--- src/rtl/disp_pkg.sv ---
// Shared types and constants for the 7-segment scan driver.
// Segment patterns are active-low, bit order {g,f,e,d,c,b,a}.
package disp_pkg;

  localparam int unsigned NUM_DIGITS = 8;

  localparam logic [7:0] SEG_OFF = 8'hFF;
  localparam logic [7:0] AN_OFF  = 8'hFF;

  typedef enum logic {
    StIdle,
    StScan
  } state_e;

  localparam logic [6:0] HEX_SEG [16] = '{
    7'h40, 7'h79, 7'h24, 7'h30,
    7'h19, 7'h12, 7'h02, 7'h78,
    7'h00, 7'h10, 7'h08, 7'h03,
    7'h46, 7'h21, 7'h06, 7'h0E
  };

endpackage

--- src/rtl/disp_scan_drv_if.sv ---
// Producer-side handshake bundle: word, masks and valid/ready.
interface disp_scan_drv_if;
  import disp_pkg::*;

  logic [31:0]           data_in;
  logic                  data_valid;
  logic                  data_ready;
  logic [NUM_DIGITS-1:0] blank_mask;
  logic [NUM_DIGITS-1:0] point_mask;

  modport master (
    output data_in,
    output data_valid,
    output blank_mask,
    output point_mask,
    input  data_ready
  );

  modport slave (
    input  data_in,
    input  data_valid,
    input  blank_mask,
    input  point_mask,
    output data_ready
  );

endinterface

--- src/rtl/hex7seg.sv ---
// Combinational nibble to active-low 7-segment pattern.
module hex7seg
  import disp_pkg::*;
(
  input  logic [3:0] nibble_i,
  output logic [6:0] seg_o
);

  assign seg_o = HEX_SEG[nibble_i];

endmodule

--- src/rtl/disp_scan_drv.sv ---
// Time-multiplexes a 32-bit word as hex digits onto active-low anodes/cathodes.
// New words load only at frame boundaries so a frame never mixes old and new digits.
module disp_scan_drv
  import disp_pkg::*;
#(
  parameter int unsigned CLK_DIV_W = 17,
  parameter int unsigned DIGITS    = 8
) (
  input  logic                  clk,
  input  logic                  rst_n,
  disp_scan_drv_if.slave        bus,
  output logic [7:0]            an,
  output logic [7:0]            seg,
  output logic                  frame_done
);

  localparam int unsigned IdxW = $clog2(DIGITS);
  localparam logic [IdxW-1:0] LastIdx = IdxW'(DIGITS - 1);

  state_e               state_q, state_d;
  logic [CLK_DIV_W-1:0] div_q, div_d;
  logic [IdxW-1:0]      idx_q, idx_d;
  logic [31:0]          word_q, word_d;
  logic [7:0]           blank_q, blank_d;
  logic [7:0]           point_q, point_d;
  logic [7:0]           an_q, an_d;
  logic [7:0]           seg_q, seg_d;
  logic                 frame_done_q, frame_done_d;

  logic                 frame_end;
  logic                 accept;
  logic [6:0]           hex_pat;

  assign frame_end      = (state_q == StScan) && (&div_q) && (idx_q == LastIdx);
  assign bus.data_ready = (state_q == StIdle) || frame_end;
  assign accept         = bus.data_valid && bus.data_ready;

  // Pattern is looked up from the next-state digit so the display tracks idx without lag.
  hex7seg u_hex7seg (
    .nibble_i (word_d[{idx_d, 2'b00} +: 4]),
    .seg_o    (hex_pat)
  );

  always_comb begin
    state_d      = state_q;
    div_d        = div_q;
    idx_d        = idx_q;
    word_d       = word_q;
    blank_d      = blank_q;
    point_d      = point_q;
    frame_done_d = frame_end;

    unique case (state_q)
      StIdle: begin
        if (accept) begin
          state_d = StScan;
          div_d   = '0;
          idx_d   = '0;
        end
      end
      StScan: begin
        div_d = div_q + 1'b1;
        if (&div_q) begin
          idx_d = (idx_q == LastIdx) ? '0 : idx_q + 1'b1;
        end
      end
      default: state_d = StIdle;
    endcase

    if (accept) begin
      word_d  = bus.data_in;
      blank_d = bus.blank_mask;
      point_d = bus.point_mask;
    end

    if (state_d == StIdle) begin
      an_d  = AN_OFF;
      seg_d = SEG_OFF;
    end else begin
      an_d  = blank_d[idx_d] ? AN_OFF : ~(8'b1 << idx_d);
      seg_d = {~point_d[idx_d], hex_pat};
    end
  end

  always_ff @(posedge clk) begin
    if (!rst_n) begin
      state_q      <= StIdle;
      div_q        <= '0;
      idx_q        <= '0;
      word_q       <= '0;
      blank_q      <= '0;
      point_q      <= '0;
      an_q         <= AN_OFF;
      seg_q        <= SEG_OFF;
      frame_done_q <= 1'b0;
    end else begin
      state_q      <= state_d;
      div_q        <= div_d;
      idx_q        <= idx_d;
      word_q       <= word_d;
      blank_q      <= blank_d;
      point_q      <= point_d;
      an_q         <= an_d;
      seg_q        <= seg_d;
      frame_done_q <= frame_done_d;
    end
  end

  assign an         = an_q;
  assign seg        = seg_q;
  assign frame_done = frame_done_q;

endmodule

--- src/flat_wrapper.sv ---
// flat-port wrapper written by rule: the top's interface ports become plain ports
module disp_scan_drv_flat import disp_pkg::*;
#(
  parameter int unsigned CLK_DIV_W = 17,
  parameter int unsigned DIGITS    = 8
)
  (clk, rst_n, an, seg, frame_done, bus_data_in, bus_data_valid, bus_blank_mask, bus_point_mask, bus_data_ready);
  disp_scan_drv_if bus_i ();
  input  logic clk;
  input  logic rst_n;
  output logic [7:0] an;
  output logic [7:0] seg;
  output logic frame_done;
  input wire logic [$bits(bus_i.data_in)-1:0] bus_data_in;
  input wire logic [$bits(bus_i.data_valid)-1:0] bus_data_valid;
  input wire logic [$bits(bus_i.blank_mask)-1:0] bus_blank_mask;
  input wire logic [$bits(bus_i.point_mask)-1:0] bus_point_mask;
  output wire logic [$bits(bus_i.data_ready)-1:0] bus_data_ready;
  assign bus_i.data_in = bus_data_in;
  assign bus_i.data_valid = bus_data_valid;
  assign bus_i.blank_mask = bus_blank_mask;
  assign bus_i.point_mask = bus_point_mask;
  assign bus_data_ready = bus_i.data_ready;
  disp_scan_drv #(.CLK_DIV_W(CLK_DIV_W), .DIGITS(DIGITS)) u_core (.clk(clk), .rst_n(rst_n), .bus(bus_i), .an(an), .seg(seg), .frame_done(frame_done));
endmodule
--- config.mk ---
export PLATFORM = sky130hd
export DESIGN_NAME = disp_scan_drv_flat
export DESIGN_NICKNAME = d
export VERILOG_FILES = /design/src/rtl/disp_pkg.sv /design/src/rtl/disp_scan_drv_if.sv /design/src/rtl/hex7seg.sv /design/src/rtl/disp_scan_drv.sv /design/src/flat_wrapper.sv
export SDC_FILE = /design/constraint.sdc
export NUM_CORES = 1
export LEC_CHECK = 0
export ABC_CLOCK_PERIOD_IN_PS = 5500
export CAP_MARGIN = 40
export CORE_MARGIN = 2
export CORE_UTILIZATION = 25
export DETAILED_ROUTE_END_ITERATION = 10
export PLACE_DENSITY_LB_ADDON = 0.12
export SETUP_SLACK_MARGIN = 0.1
export SYNTH_ARGS = -nofsm -noshare
export SYNTH_HDL_FRONTEND = slang
export SYNTH_SLANG_ARGS = --single-unit
--- constraint.sdc ---
create_clock -name clk -period 5.5 [get_ports clk]
set_input_delay 1.1 -clock clk [delete_from_list [all_inputs] [get_ports clk]]
set_output_delay 1.1 -clock clk [all_outputs]
set_load 0.005 [all_outputs]
==> results by group <==
Power and ir drop
  • Reg power frac: 43.8%
  • Int Pwr: 1110 uW
  • Pleak: 0.00201 uW
  • Sw Pwr: 396 uW
  • Clock share of power: 43.4%
  • Max VDD drop: 0.161 mV
  • Switch share: 26.3%
  • Combinational Power Share: 12.8%
  • Pwr/cell area: 291 nW/um^2

Worst setup path
  • CP Max Fanout: 26
  • Worst r2r src: u_core.div_q[0]
  • Critical Path End Type: register
  • Critical-path cell list: ha_1, nand2_1, nor2_1, nand2_1, nor3_1, ha_1, a21bo_1, nand2_4, mux2_1, a221o_1, a221o_2, ha_1, or2_2, a21oi_1, o21ai_1
  • CP Data Required Time: 5.74 ns
  • Critical Path Source Type: register
  • Crit path from: u_core.div_q[0]
  • Arr. time, crit path: 4.41 ns
  • WS Path Type: register to register
  • CP most frequent cell: ha_1
  • CP max stage delay: 0.45 ns
  • CP max stage cell: a221o_2

STA
  • Final slew viol count: 0
  • Period utilisation layout: 75.8%
  • Setup violators final: 0
  • Post-route setup TNS: 0 ns
  • Post-route minimum period: 4.17 ns
  • Worst Hold Slack: 0.453 ns
  • Maximum clock frequency: 240 MHz
  • Max-slew headroom: 54.2%
  • Slew @ Worst Pin: 0.684 ns
  • Final hold violation count: 0
  • RSZ-0062 raised after global routing: false
  • Clock skew: 0.00909 ns

Clock network
  • CTS root buf: clkbuf_16
  • Resized Gates After CTS: 0
  • Number of CTS-inserted buffers: 9
  • Depth of the CTS H-tree: 3
  • Num Clock Sinks: 86
  • Longest Clk Path Bufs: 2
  • Post-CTS Setup Bufs: 0
  • Hold_buf cts: 0
  • Clk_lat worst skew: 0.35 ns
  • CTS tree: built
  • Worst-path clk slew: 0.07 ns

GRT
  • Overflow after GRT: 0
  • Largest net degree at the start of global routing: 33
  • Global-route wire length before repair: 17100 um
  • Number of global-route vias before repair: 3374
  • Initial antenna violation count: 0
  • Total track usage: 13.3%

Place
  • DP Wirelength: 7660 um
  • Port buffer count: 68
  • Placed Cells incl. Taps: 721
  • Post-DP Area: 4850 sq um
  • GP Congestion: 0.799

Die
  • Std cell rows: 46
  • IO Count: 69
  • Die ar.: 17000 sq um
  • CORE AREA: 15700 sq um
  • Initial core utilization: 25.4%
  • Die height: 130 um
  • Die Wd: 130 um

Synth
  • Top post-synthesis cells by area: dfxtp_1 43%, mux2i_1 7.5%, nand2_1 7.3%, nor2_1 5.0%, a21oi_1 4.4%
  • Post-synth cell types: 57
  • Syn. warnings: 0
  • Area share of the largest cell type after synthesis: 43.2%
  • Cells after Synth: 459
  • Compound-gate portion of the synthesized area: 15.7%
  • Commonest cells post-synth: 86 x dfxtp_1, 78 x nand2_1, 53 x nor2_1
  • Post-synthesis mux area share: 10.6%
  • Top-count cell post-synth: dfxtp_1
  • Synthesized flop and latch total: 86
  • Async SR Flop Fraction: 0%
  • Main combinational cell family by area after synthesis: simple AND/OR/NAND/NOR gates
  • Simple-Gate Fraction of Synth Area: 22.4%
  • Mapped cell area: 3990 sq um
  • Top_reg_cell synth: dfxtp_1
  • Sequential fraction of the synthesis area: 43.2%
  • Adder and majority gate portion of the synthesized area: 3.14%
  • Number of synthesized flops with an enable pin: 0
  • Average size of a mapped cell: 8.69 sq um
  • Synth Area in XOR/XNOR: 0.439%
  • Syn_nets: 520
  • Area leader, netlist: dfxtp_1

Drt
  • Vias: 3444
  • Vias/cell: 4.67
  • Drt first-iter violations: 256
  • Residual DRC: 0
  • First-pass detailed-route iteration total: 4
  • Final WL: 10800 um
  • Number of nets with antenna violations after routing: 0
  • Drt wl/cell: 14.6 um

Final layout
  • Nets: 577
  • Antenna Cells: 0
  • Area grow syn2layout: 29.5%
  • Final Cell Area: 5160 sq um
  • Final core occ: 32.9%
  • Layout cell share with drive strength beyond 1: 8.06%
  • Final Non-Filler Cells: 737

Job
  • # Max-Cap Violations: 0

Status
  • Status: finished, final reports clean

Min path
  • Worst hold start: u_core.point_q[6]
  • Hold crit path type: register to register
==> final timing paths <==
path | endpoint | cells past startpoint | slack (ns)
setup / recovery | u_core.seg[3] | 15 | 1.33
hold / removal | u_core.point_q[6] | 2 | 0.45
setup reg to reg | u_core.seg[3] | 15 | 1.33
hold reg to reg | u_core.point_q[6] | 2 | 0.45
==> logic make-up after synthesis <==
logic type                 after synthesis
and+or+nand+nor                        194
buffers and inverters                   36
AOI/OAI and AO/OA                       93
muxes                                   38
adders and majority gates               10
xor gates and xnor gates                 2
DFF                                     86
==> layer usage <==
layer / up-vias / wire, um / track usage [%]
met5: - / 0 / 0
li1: 1747 / - / -
met4: 0 / 197 / 5.88
met2: 69 / 4980 / 21.4
met3: 13 / 432 / 3.12
met1: 1615 / 5140 / 16.9
==> flip-flops by register name, summed over array words and instances, names as in the netlist <==
signal             count
u_core.word_q         32
u_core.seg             8
u_core.blank_q         8
u_core.point_q         8
u_core.idx_q           3
u_core.div_q          17
u_core.state_q         1
u_core.an              8
u_core.frame_done      1
==> power by group through the flow <==
stage               registers (uW)  clock network [uW]  logic [uW]
CTS                            660                 673         195
global route                   662                 701         214
floorplan                      673                   0         112
global placement               674                   0         192
detailed placement             674                   0         194
finish                         660                 653         192
==> per-stage QoR <==
stage / power [uW] / worst slack [ns]
after floorplan: 785 / 1.97
after global placement: 866 / 1.17
after detailed placement: 868 / 1.09
after CTS: 1530 / 1.30
after global routing: 1580 / 0.965
final: 1500 / 1.33
==> cell type report <==
type	count	area, sq um
clock buffer	9	225
clock inverter	7	87.6
fill	1608	10500
inverter	7	26.3
multi-input combinational	337	2090
sequential	86	1720
tap	216	270
timing repair buffer	75	746
==> cell usage in the layout (no fill, tap or decap), types with 4 or more instances in the layout <==
cell type	count
a211oi_1	8
a21oi_1	35
a31oi_1	6
and2_1	5
and3_1	10
buf_4	6
clkbuf_16	9
clkdlybuf4s50_1	68
dfxtp_1	86
ha_1	10
mux2i_1	30
nand2_1	78
nand3_1	18
nand4_1	9
nor2_1	53
nor3_1	4
o211ai_1	6
o21ai_0	10
==> critical path: cells and delay by family (launching register included) <==
| family | cells | cell delay [ns] |
|---|---|---|
| and+or+nand+nor | 6 | 1.15 |
| DFF | 1 | 0.38 |
| muxes | 1 | 0.41 |
| adders and majority gates | 3 | 0.82 |
| AOI/OAI and AO/OA | 5 | 1.30 |
(Power assumes the default switching activity.)
